File: src/rtl/bus_transfer_sequencer.sv
// bus_transfer_sequencer
// Queues (source, destination) register-transfer requests. For each one it
// drives a one-hot bus select for the source, then a one-hot load enable for
// the destination. Each valid transfer takes two cycles (DRIVE, LATCH), and
// back-to-back transfers run with no idle cycle between them. An entry with
// an out-of-range index is dropped and reported with a one-cycle err pulse.
module bus_transfer_sequencer #(
    parameter int unsigned DEPTH = 4,
    parameter int unsigned NSRC  = 24
) (
    input  logic                    clk,
    input  logic                    clr,
    input  logic                    req_valid,
    output logic                    req_ready,
    input  logic [4:0]              req_src,
    input  logic [4:0]              req_dst,
    output logic [31:0]             bus_select,
    output logic [31:0]             load_en,
    output logic                    xfer_done,
    output logic                    err,
    output logic                    busy,
    output logic [$clog2(DEPTH):0]  fifo_count
);

    localparam int unsigned AW = $clog2(DEPTH);
    localparam int unsigned CW = AW + 1;

    // Indices 22 (in.port) and 23 (C sign-extended) are read-only.
    localparam logic [5:0]    SRC_LIMIT  = 6'(NSRC);
    localparam logic [5:0]    DST_LIMIT  = 6'd22;
    localparam logic [CW-1:0] FULL_COUNT = CW'(DEPTH);

    // Select and enable bits 31:24 have no register behind them.
    localparam logic [31:0]   MAP_MASK   = 32'h00FF_FFFF;

    typedef enum logic [1:0] {
        IDLE,
        DRIVE,
        LATCH
    } state_t;

    // Request FIFO storage: {src, dst}
    logic [9:0]     mem_q [DEPTH];
    logic [AW-1:0]  wr_ptr_q;
    logic [AW-1:0]  wr_ptr_d;
    logic [AW-1:0]  rd_ptr_q;
    logic [AW-1:0]  rd_ptr_d;
    logic [CW-1:0]  count_q;
    logic [CW-1:0]  count_d;

    logic           full;
    logic           empty;
    logic           push;
    logic           pop;

    logic [4:0]     head_src;
    logic [4:0]     head_dst;
    logic           head_ok;

    // Sequencer state and registered outputs
    state_t         state_q;
    logic [4:0]     dst_q;
    logic [31:0]    bus_select_q;
    logic [31:0]    load_en_q;
    logic           xfer_done_q;
    logic           err_q;

    function automatic logic [31:0] onehot(input logic [4:0] idx);
        onehot = (32'd1 << idx) & MAP_MASK;
    endfunction

    assign full  = (count_q == FULL_COUNT);
    assign empty = (count_q == '0);

    // Only fullness gates a push, so a pop in the same cycle does not free
    // a slot early.
    assign push = req_valid && !full;

    // The head is consumed whenever the sequencer can start a new transfer.
    // It can do so in IDLE and also in LATCH, which is why back-to-back
    // transfers have no idle cycle.
    assign pop  = !empty && (state_q != DRIVE);

    assign {head_src, head_dst} = mem_q[rd_ptr_q];
    assign head_ok = ({1'b0, head_src} < SRC_LIMIT) && ({1'b0, head_dst} < DST_LIMIT);

    // FIFO pointer and occupancy next-state; pointers wrap naturally at DEPTH
    always_comb begin
        wr_ptr_d = wr_ptr_q;
        rd_ptr_d = rd_ptr_q;
        count_d  = count_q;
        if (push) begin
            wr_ptr_d = wr_ptr_q + AW'(1);
        end
        if (pop) begin
            rd_ptr_d = rd_ptr_q + AW'(1);
        end
        case ({push, pop})
            2'b10:   count_d = count_q + CW'(1);
            2'b01:   count_d = count_q - CW'(1);
            default: count_d = count_q;
        endcase
    end

    // FIFO pointer and occupancy registers
    always_ff @(posedge clk or posedge clr) begin
        if (clr) begin
            wr_ptr_q <= '0;
            rd_ptr_q <= '0;
            count_q  <= '0;
        end else begin
            wr_ptr_q <= wr_ptr_d;
            rd_ptr_q <= rd_ptr_d;
            count_q  <= count_d;
        end
    end

    // FIFO storage write; contents need no reset because occupancy guards reads
    always_ff @(posedge clk) begin
        if (push) begin
            mem_q[wr_ptr_q] <= {req_src, req_dst};
        end
    end

    // Transfer sequencer with registered select/enable/pulse outputs
    always_ff @(posedge clk or posedge clr) begin
        if (clr) begin
            state_q      <= IDLE;
            dst_q        <= '0;
            bus_select_q <= '0;
            load_en_q    <= '0;
            xfer_done_q  <= 1'b0;
            err_q        <= 1'b0;
        end else begin
            xfer_done_q <= 1'b0;
            err_q       <= 1'b0;
            case (state_q)
                DRIVE: begin
                    // Source stays on the bus while the destination latches.
                    state_q     <= LATCH;
                    load_en_q   <= onehot(dst_q);
                    xfer_done_q <= 1'b1;
                end
                default: begin
                    // IDLE and LATCH share the same exit decision. LATCH ends
                    // its transfer here, so it behaves like IDLE with a pending
                    // pop.
                    state_q      <= IDLE;
                    bus_select_q <= '0;
                    load_en_q    <= '0;
                    if (pop) begin
                        if (head_ok) begin
                            state_q      <= DRIVE;
                            dst_q        <= head_dst;
                            bus_select_q <= onehot(head_src);
                        end else begin
                            err_q <= 1'b1;
                        end
                    end
                end
            endcase
        end
    end

    assign req_ready  = !full;
    assign bus_select = bus_select_q;
    assign load_en    = load_en_q;
    assign xfer_done  = xfer_done_q;
    assign err        = err_q;
    assign busy       = (state_q != IDLE) || !empty;
    assign fifo_count = count_q;

endmodule

File: config.mk
export PLATFORM = sky130hd
export DESIGN_NAME = bus_transfer_sequencer
export DESIGN_NICKNAME = d
export VERILOG_FILES = /design/src/rtl/bus_transfer_sequencer.sv
export SDC_FILE = /design/constraint.sdc
export NUM_CORES = 1
export LEC_CHECK = 0
export CORE_UTILIZATION = 54
export DETAILED_ROUTE_END_ITERATION = 16
export PLACE_DENSITY = 0.82
export REMOVE_ABC_BUFFERS = 1
export SYNTH_ARGS = -nofsm -noshare
export SYNTH_HDL_FRONTEND = slang
export SYNTH_SLANG_ARGS = --single-unit
export TNS_END_PERCENT = 20
File: constraint.sdc
create_clock -name clk -period 3.8 [get_ports clk]
set_input_delay 0.38 -clock clk [delete_from_list [all_inputs] [get_ports clk]]
set_output_delay 0.38 -clock clk [all_outputs]
set_load 0.02 [all_outputs]
==> impl_metrics.json, run 1 <==
{
  "status": "complete, no violations",
  "relSlewSlack_pct": 57.74,
  "grt_pass1_wl_um": 11530,
  "synth_top_area_cell": "dfrtp_1",
  "synth-async-reset-ratio_pct": 61.17,
  "synth_edf_count": 40,
  "synth_cell_types": 40,
  "cts_sinks": 103,
  "crit_type": "reg2out",
  "power_leakage_nw": 2.046,
  "drv_slew": 0,
  "crit_path_max_fanout": 6,
  "switching_share_pct": 37.57,
  "first_iter_violations": 143,
  "overflow": 0,
  "syn_inst": 274,
  "critPathBufInv": 1,
  "drc": 0,
  "numCtsBuffers": 9,
  "gr-usage-met3_pct": 3.638,
  "synth_top_area_share_pct": 39.05,
  "cts_tree": "yes",
  "globalRouteMet1Util_pct": 27.24,
  "root_buffer": "clkbuf_8",
  "finClkSkew_ns": 0.01600,
  "cp_slowest_stage_delay_ns": 0.58,
  "path_clk_slew_ns": 0.11,
  "synth_area_leaders": "dfrtp_1 (39%), edfxtp_1 (30%), mux4_2 (5.0%)",
  "htree_levels": 3,
  "tightest_slew_ns": 0.6291,
  "power_w": 0.003626,
  "syn_area_um2": 4038,
  "grt_max_degree": 33,
  "io_buffers": 67,
  "clockBufferDepth": 2,
  "hold_path_class": "in2async",
  "grt_pass1_vias": 2338,
  "ir_worst_vdd_mv": 0.4532,
  "seq_power_share_pct": 42.4,
  "io_pins": 84,
  "power_switching_w": 0.001362,
  "cp_cell_sequence": "nor3_1, nand2_1, clkdlybuf4s50_1",
  "finalSetupTns_ns": 0,
  "required_ns": 3.42,
  "die_w_um": 88.47,
  "cts_post_setup_buffers_inserted": 0,
  "grtUsageMet2_pct": 33.36,
  "hold_buffers": 0,
  "routed_wl_um": 7065,
  "insertion_delay_ns": 0.36,
  "arrival_ns": 2.13,
  "drv_cap": 0,
  "cp-start-kind": "flip-flop",
  "cts_resized": 0,
  "power_density_nw_per_um2": 731.0,
  "combPwrFrac_pct": 39.2,
  "place_hpwl_um": 5032,
  "setup_viol": 0,
  "rows": 31,
  "synthFlopType": "dfrtp_1",
  "end_kind": "output port",
  "area_growth_pct": 22.84,
  "vias_per_cell": 5.197,
  "rsz0062_at_grt": "false",
  "wl_per_cell_um": 15.63,
  "track_usage_pct": 20.22,
  "layout_worst_path_cycle_share_pct": 66.15,
  "nets": 367,
  "yosys_warnings": 0,
  "critPathTopFamily": "simple AND/OR/NAND/NOR gates",
  "synth-seq-area-share_pct": 68.79,
  "power_frac_clock_pct": 18.4,
  "avgSynthCellArea_um2": 14.74,
  "place.gp.congestion": 0.7469,
  "max_freq_mhz": 397.8,
  "layout-drive-gt1-share_pct": 10.76,
  "initial_core_util_pct": 55.67,
  "hold_viol_final": 0,
  "drt_pre_antenna_iters": 4,
  "power.internal_w": 0.002264,
  "top_usage_layer": "met2",
  "crit_slowest_cell": "clkdlybuf4s50_1",
  "num_antenna_cells": 0,
  "dr_total_vias": 2349,
  "antenna_found_initial": 0,
  "core_um2": 7253,
  "period_needed_ns": 2.514,
  "design.die.area_um2": 7827,
  "fp.dieH_um": 88.47,
  "ant_nets": 0,
  "ys_ff_latch": 103
}
-- sequential cells by signal, summed over array words and instances, names as in the netlist --
signal and count:
wr_ptr_q 2, fifo_count 3, mem_q 40, state_q 2
err 1, rd_ptr_q 2, dst_q 5, load_en 24
bus_select 24
-- per-layer routing --
metal | up-vias | wire, um
met5 | - | 0
met3 | 11 | 224
met4 | 0 | 103
met1 | 1176 | 3099
met2 | 59 | 3638
li1 | 1103 | -
-- stage by stage --
stage                     instances  util [%]  setup WS (ns)  hold WS [ns]  area (um2)
after detailed placement        436     65.65          1.463        0.4746        4762
final                           452     68.38          1.286        0.4203        4960
after global placement          436     65.65          1.578        0.4655        4762
after floorplan                 267         -         0.8414        0.4789        3943
after CTS                       452     68.38          1.280        0.4302        4960
after global routing            452     68.38          1.137        0.4711        4960
-- final cells by class --
| class | instances | area [um2] |
|---|---|---|
| clock buffer | 9 | 123.9 |
| multi-input combinational | 158 | 1145 |
| inverter | 6 | 22.52 |
| fill | 523 | 2293 |
| sequential | 103 | 2778 |
| timing repair buffer | 70 | 693.2 |
| tap | 99 | 123.9 |
| clock inverter | 7 | 73.82 |
-- layout by cell type (no fill, tap or decap), drive strengths merged, types with 2 or more instances in the layout --
master / netlist / routed
a21oi: 2 / 2
a22o: 12 / 12
and2: 3 / 3
and3: 4 / 4
buf: 19 / 3
clkbuf: 3 / 9
clkdlybuf4s50: 0 / 67
clkinv: 0 / 2
conb: 1 / 16
dfrtp: 63 / 63
edfxtp: 40 / 40
ha: 5 / 5
inv: 6 / 11
mux2: 5 / 5
mux4: 10 / 10
nand2: 19 / 19
nand2b: 2 / 2
nand3: 4 / 4
nand3b: 4 / 4
nor2: 31 / 31
nor2b: 2 / 2
nor3: 2 / 2
nor3b: 3 / 3
nor4b: 2 / 2
o211a: 3 / 3
o211ai: 3 / 3
o21ai: 13 / 13
xnor2: 4 / 4
xor2: 2 / 2
-- cells by family after synthesis --
group,share of synthesized area (%)
flip-flops,68.79
other,0.09288
AO/OA/AOI/OAI,6.973
buffers and inverters,4.307
AND/OR/NAND/NOR,9.142
multiplexers,7.344
adder cells (fa/ha/maj),2.045
XOR/XNOR,1.302
-- power groups by stage --
| stage | clock, W | sequential (W) | combinational (W) |
|---|---|---|---|
| after floorplan | 0 | 0.00165 | 0.000861 |
| after global placement | 0 | 0.00155 | 0.00138 |
| after detailed placement | 0 | 0.00157 | 0.00142 |
| after CTS | 0.000679 | 0.00154 | 0.00143 |
| after global routing | 0.000721 | 0.00157 | 0.00155 |
| final | 0.000666 | 0.00154 | 0.00142 |
-- cell usage after synthesis (2+ instances only) --
master    number
nand2_1       19
mux2_4         3
edfxtp_1      40
inv_1          6
nor4b_1        2
buf_4         16
o211a_1        3
nand3_1        4
and2_1         3
nor3_1         2
a22o_1        12
o211ai_1       3
mux4_2         9
mux2_2         2
nor3b_1        3
nand2b_1       2
nand3b_1       4
ha_1           5
nor2_1        31
o21ai_0       13
nor2b_1        2
clkbuf_1       3
dfrtp_1       63
xnor2_1        4
xor2_1         2
and3_1         4
-- final timing paths --
kind / startpoint / end / slack, ns / depth (start not counted)
setup / recovery: fifo_count[1] / busy / 1.29 / 3
hold / removal: clr / load_en[8] / 0.42 / 2
setup reg to reg: fifo_count[1] / fifo_count[2] / 1.42 / 7
hold reg to reg: bus_select[19] / bus_select[19] / 0.50 / 2
max in group asynchronous: clr / fifo_count[0] / 2.54 / 3
min in group clk: bus_select[19] / bus_select[19] / 0.50 / 2
Power figures use the tool's default switching activity.
==> inputs of run 2 (changes only) <==
--- a/config.mk
+++ b/config.mk
@@ -5,9 +5,9 @@
 export SDC_FILE = /design/constraint.sdc
 export NUM_CORES = 1
 export LEC_CHECK = 0
-export CORE_UTILIZATION = 54
+export CORE_UTILIZATION = 46
 export DETAILED_ROUTE_END_ITERATION = 16
-export PLACE_DENSITY = 0.82
+export PLACE_DENSITY = 0.74
 export REMOVE_ABC_BUFFERS = 1
 export SYNTH_ARGS = -nofsm -noshare
 export SYNTH_HDL_FRONTEND = slang
==> constraint.sdc (replaced) <==
create_clock -name clk -period 2.3 [get_ports clk]
set_input_delay 0.23 -clock clk [delete_from_list [all_inputs] [get_ports clk]]
set_output_delay 0.23 -clock clk [all_outputs]
set_load 0.02 [all_outputs]
==> run 2 against run 1 <==
Net effect: global-route usage fell by 2.6 points; critical path depth rose by 1; core utilization fell by 7.6 points; cell area rose by 2.2%; worst hold slack got worse by 0.13 ns; non-clock buffer count rose by 6; die area rose by 17%; combinational power rose by 73%; sequential share of layout area fell by 1.2 points; register-to-register slack got worse by 1.2 ns; critical path type unchanged; largest cell class unchanged; largest power group unchanged; highest routed layer unchanged.
==> impl_metrics.json, run 2 (same netlist as run 1, synthesis figures left out) <==
{
  "drv_slew": 0,
  "die_w_um": 95.69,
  "largest_register_ffs": 40,
  "hold_viol_final": 0,
  "layout-drive-gt1-share_pct": 12.57,
  "first_iter_violations": 107,
  "nets": 373,
  "final_cells": 463,
  "tightest_slew_ns": 0.6832,
  "power_leakage_nw": 2.099,
  "cts_post_setup_buffers_inserted": 0,
  "dp.cells": 448,
  "cts_tree": "yes",
  "place_hpwl_um": 5286,
  "power_w": 0.006240,
  "drc": 0,
  "clockBufferDepth": 2,
  "cp-start-kind": "flip-flop",
  "seq_power_share_pct": 40.4,
  "crit_path_max_fanout": 5,
  "combPwrFrac_pct": 39.4,
  "ant_nets": 0,
  "rsz0062_at_grt": "false",
  "insertion_delay_ns": 0.36,
  "io_buffers": 67,
  "arrival_ns": 1.91,
  "ir_worst_vdd_mv": 0.5325,
  "finalSetupTns_ns": 0,
  "nFillCells": 662,
  "layout_common_cells": "clkdlybuf4s50_1 (67), dfrtp_1 (63), edfxtp_1 (40)",
  "grt_max_degree": 33,
  "required_ns": 2.07,
  "num_antenna_cells": 0,
  "io_pins": 84,
  "rows": 33,
  "grt_pass1_wl_um": 11650,
  "cts_resized": 0,
  "fp.dieH_um": 95.69,
  "antenna_found_initial": 0,
  "status": "complete, no violations",
  "hold_path_class": "in2async",
  "dr_total_vias": 2415,
  "stdcell_area_um2": 5067,
  "power_density_nw_per_um2": 1231,
  "vias_per_cell": 5.216,
  "hold_buffers": 0,
  "track_usage_pct": 17.59,
  "power.internal_w": 0.004056,
  "area_growth_pct": 25.50,
  "root_buffer": "clkbuf_8",
  "overflow": 0,
  "setup_viol": 0,
  "initial_core_util_pct": 48.41,
  "drv_cap": 0,
  "largest_register": "mem_q",
  "place_area_um2": 4827,
  "switching_share_pct": 35.00,
  "routed_wl_um": 7413,
  "path_clk_slew_ns": 0.09,
  "period_needed_ns": 2.143,
  "core_um2": 8341,
  "numCtsBuffers": 9,
  "drt_pre_antenna_iters": 4,
  "crit_type": "reg2out",
  "finClkSkew_ns": 0.01038,
  "layout_worst_path_cycle_share_pct": 93.18,
  "power_switching_w": 0.002184,
  "cts_sinks": 103,
  "max_freq_mhz": 466.6,
  "place.gp.congestion": 0.7696,
  "end_kind": "output port",
  "relSlewSlack_pct": 54.39,
  "final_util_pct": 60.76,
  "layout_commonest_cell": "clkdlybuf4s50_1",
  "htree_levels": 3,
  "grt_pass1_vias": 2378,
  "design.die.area_um2": 9156,
  "power_frac_clock_pct": 20.1,
  "wl_per_cell_um": 16.01
}
run 2: changes by cell type in the layout (fill, tap and decap cells not counted), sizes merged:
cell	change
buf	+6
inv	-4
bufinv	+2
clkbuf	+1
run 2: path summary, 6_finish.rpt:
check,startpoint,depth (start not counted),slack (ns),endpoint
min,clr,2,0.29,load_en[0]
max in group asynchronous,clr,3,1.40,fifo_count[0]
max reg2reg,rd_ptr_q[0],4,0.22,bus_select[23]
min in group clk,bus_select[22],2,0.49,bus_select[22]
max,fifo_count[1],4,0.16,busy
min reg2reg,bus_select[22],2,0.49,bus_select[22]
run 2: power by group through the flow:
stage               combinational (W)  sequential [W]  clock (W)
finish                        0.00246         0.00252    0.00126
global route                  0.00267         0.00257    0.00134
CTS                           0.00246         0.00253    0.00128
detailed placement            0.00245         0.00257          0
global placement              0.00239         0.00255          0
floorplan                     0.00142         0.00272          0
run 2: stage by stage:
| step | hold WS (ns) | setup slack (ns) |
|---|---|---|
| final | 0.2895 | 0.1569 |
| after global routing | 0.3300 | 0.02039 |
| after CTS | 0.3015 | 0.1421 |
| after detailed placement | 0.4729 | 0.1031 |
| after global placement | 0.4676 | 0.2344 |
| after floorplan | 0.3289 | -0.6586 |
run 2: critical path, stage by stage, from the launching register on:
cell	delay [ns]
dfrtp_1	0.44
nor3_1	0.29
buf_4	0.20
nand2_1	0.08
clkdlybuf4s50_1	0.54
run 2: cell type report:
class / count / area (um2) / area share (%)
flip-flops and latches: 103 / 2778 / 54.81
multi-input cells: 158 / 1157 / 22.84
repair buffers: 76 / 750.7 / 14.81
clock buffers: 10 / 148.9 / 2.938
well taps: 105 / 131.4 / 2.593
clock inverters: 5 / 78.83 / 1.556
inverters: 6 / 22.52 / 0.4444
run 2: per-layer routing:
layer	vias up	wire length (um)	track usage [%]
met1	1227	3280	22.51
met2	69	3688	28.99
met3	13	289	3.110
met4	0	155	8.582
li1	1106	-	-
met5	-	0	0
==> inputs of run 3 (changes only) <==
--- a/config.mk
+++ b/config.mk
@@ -7,6 +7,7 @@
 export LEC_CHECK = 0
 export CORE_UTILIZATION = 46
 export DETAILED_ROUTE_END_ITERATION = 16
+export MAX_ROUTING_LAYER = met4
 export PLACE_DENSITY = 0.74
 export REMOVE_ABC_BUFFERS = 1
 export SYNTH_ARGS = -nofsm -noshare
==> run 3 against run 2 <==
Net effect: critical path depth did not move; non-clock buffer count did not move; fmax rose by 0.24%; sequential share of layout area did not move; clock skew rose by 0.0020 ns; worst hold slack improved by 0.00098 ns; critical path type unchanged; highest routed layer unchanged.
==> impl_metrics.json, run 3 (same netlist as run 1, synthesis figures left out) <==
{
  "place.gp.congestion": 0.7799,
  "routed_wl_um": 7416,
  "setup_viol": 0,
  "crit_type": "reg2out",
  "largest_register": "mem_q",
  "finalSetupTns_ns": 0,
  "cts_sinks": 103,
  "r2r-start": "rd_ptr_q[0]",
  "power_density_nw_per_um2": 1230,
  "grtUsageMet2_pct": 28.93,
  "crit_start": "fifo_count[1]",
  "finClkSkew_ns": 0.01238,
  "numCtsBuffers": 9,
  "num_antenna_cells": 0,
  "grt_pass1_vias": 2380,
  "path_clk_slew_ns": 0.10,
  "top_usage_layer": "met2",
  "drc": 0,
  "gr-usage-met3_pct": 3.349,
  "root_buffer": "clkbuf_8",
  "fp.dieH_um": 95.69,
  "max_freq_mhz": 467.8,
  "arrival_ns": 1.91,
  "first_iter_violations": 109,
  "cts_post_setup_buffers_inserted": 0,
  "layout_worst_path_cycle_share_pct": 92.95,
  "crit_path_max_fanout": 5,
  "period_needed_ns": 2.138,
  "grt_pass1_wl_um": 11650,
  "final_util_pct": 60.76,
  "power_leakage_nw": 2.099,
  "layout_common_cells": "clkdlybuf4s50_1 (67), dfrtp_1 (63), edfxtp_1 (40)",
  "antenna_found_initial": 0,
  "overflow": 0,
  "die_w_um": 95.69,
  "globalRouteMet1Util_pct": 22.51,
  "io_pins": 84,
  "layout_commonest_cell": "clkdlybuf4s50_1",
  "area_growth_pct": 25.50,
  "rows": 33,
  "insertion_delay_ns": 0.36,
  "drv_slew": 0,
  "io_buffers": 67,
  "largest_register_ffs": 40,
  "dr_total_vias": 2396,
  "vias_per_cell": 5.175,
  "drv_cap": 0,
  "rsz0062_at_grt": "false",
  "nets": 373,
  "design.die.area_um2": 9156,
  "relSlewSlack_pct": 54.68,
  "core_um2": 8341,
  "grt_max_degree": 33,
  "ir_worst_vdd_mv": 0.5326,
  "hold_viol_final": 0,
  "cp-start-kind": "flip-flop",
  "drt_pre_antenna_iters": 4,
  "ant_nets": 0,
  "hold_path_class": "in2async",
  "htree_levels": 3,
  "tightest_slew_ns": 0.6788,
  "cts_tree": "yes",
  "place_hpwl_um": 5286,
  "initial_core_util_pct": 48.41,
  "required_ns": 2.07,
  "track_usage_pct": 18.15,
  "wl_per_cell_um": 16.02,
  "power_w": 0.006234,
  "end_kind": "output port",
  "clockBufferDepth": 2,
  "layout-drive-gt1-share_pct": 12.57,
  "status": "complete, no violations"
}
-- run 3: cell counts in the layout (fill, tap and decap cells not counted) --
Identical to the previous run, type by type.
-- run 3: path summary, 6_finish.rpt --
path                                   to  slack [ns]  cells past startpoint
setup / recovery                     busy        0.16                      4
hold / removal                 load_en[0]        0.29                      2
setup reg to reg           bus_select[21]        0.23                      4
hold reg to reg            bus_select[22]        0.49                      2
max in group asynchronous   fifo_count[0]        1.40                      3
min in group clk           bus_select[22]        0.49                      2
-- run 3: repair_timing --
action,in CTS,in global routing
hold buffers,0,0
resized for setup,0,2
setup endpoints to repair,0,8
-- run 3: layout make-up --
class | instances | area (um2)
multi-input cells | 158 | 1157
well taps | 105 | 131.4
clock buffers | 10 | 148.9
flip-flops and latches | 103 | 2778
fillers | 662 | 3273
repair buffers | 76 | 750.7
clock inverters | 5 | 78.83
inverters | 6 | 22.52
-- run 3: power by group --
group	internal (W)	switching (W)	total (W)
logic	0.00108	0.00138	0.00246
clock network	0.000673	0.000581	0.00125
registers	0.00230	0.000219	0.00252
-- run 3: per-layer routing --
layer	wire length (um)	part of all wire (%)
met5	0	0
met4	97	1.3
met3	282	3.8
met2	3743	50
met1	3292	44
-- run 3: worst max-delay path: stages (launching register included) --
cell	delay [ns]
dfrtp_1	0.44
nor3_1	0.29
buf_4	0.20
nand2_1	0.08
clkdlybuf4s50_1	0.54
-- run 3: per-stage QoR --
step	cells	setup WS (ns)	area, um2	hold WS, ns
global placement	448	0.2344	4827	0.4676
floorplan	267	-0.6586	3943	0.3289
detailed placement	448	0.1031	4827	0.4729
CTS	463	0.1421	5055	0.3015
global route	463	0.01782	5067	0.3275
finish	463	0.1621	5067	0.2904
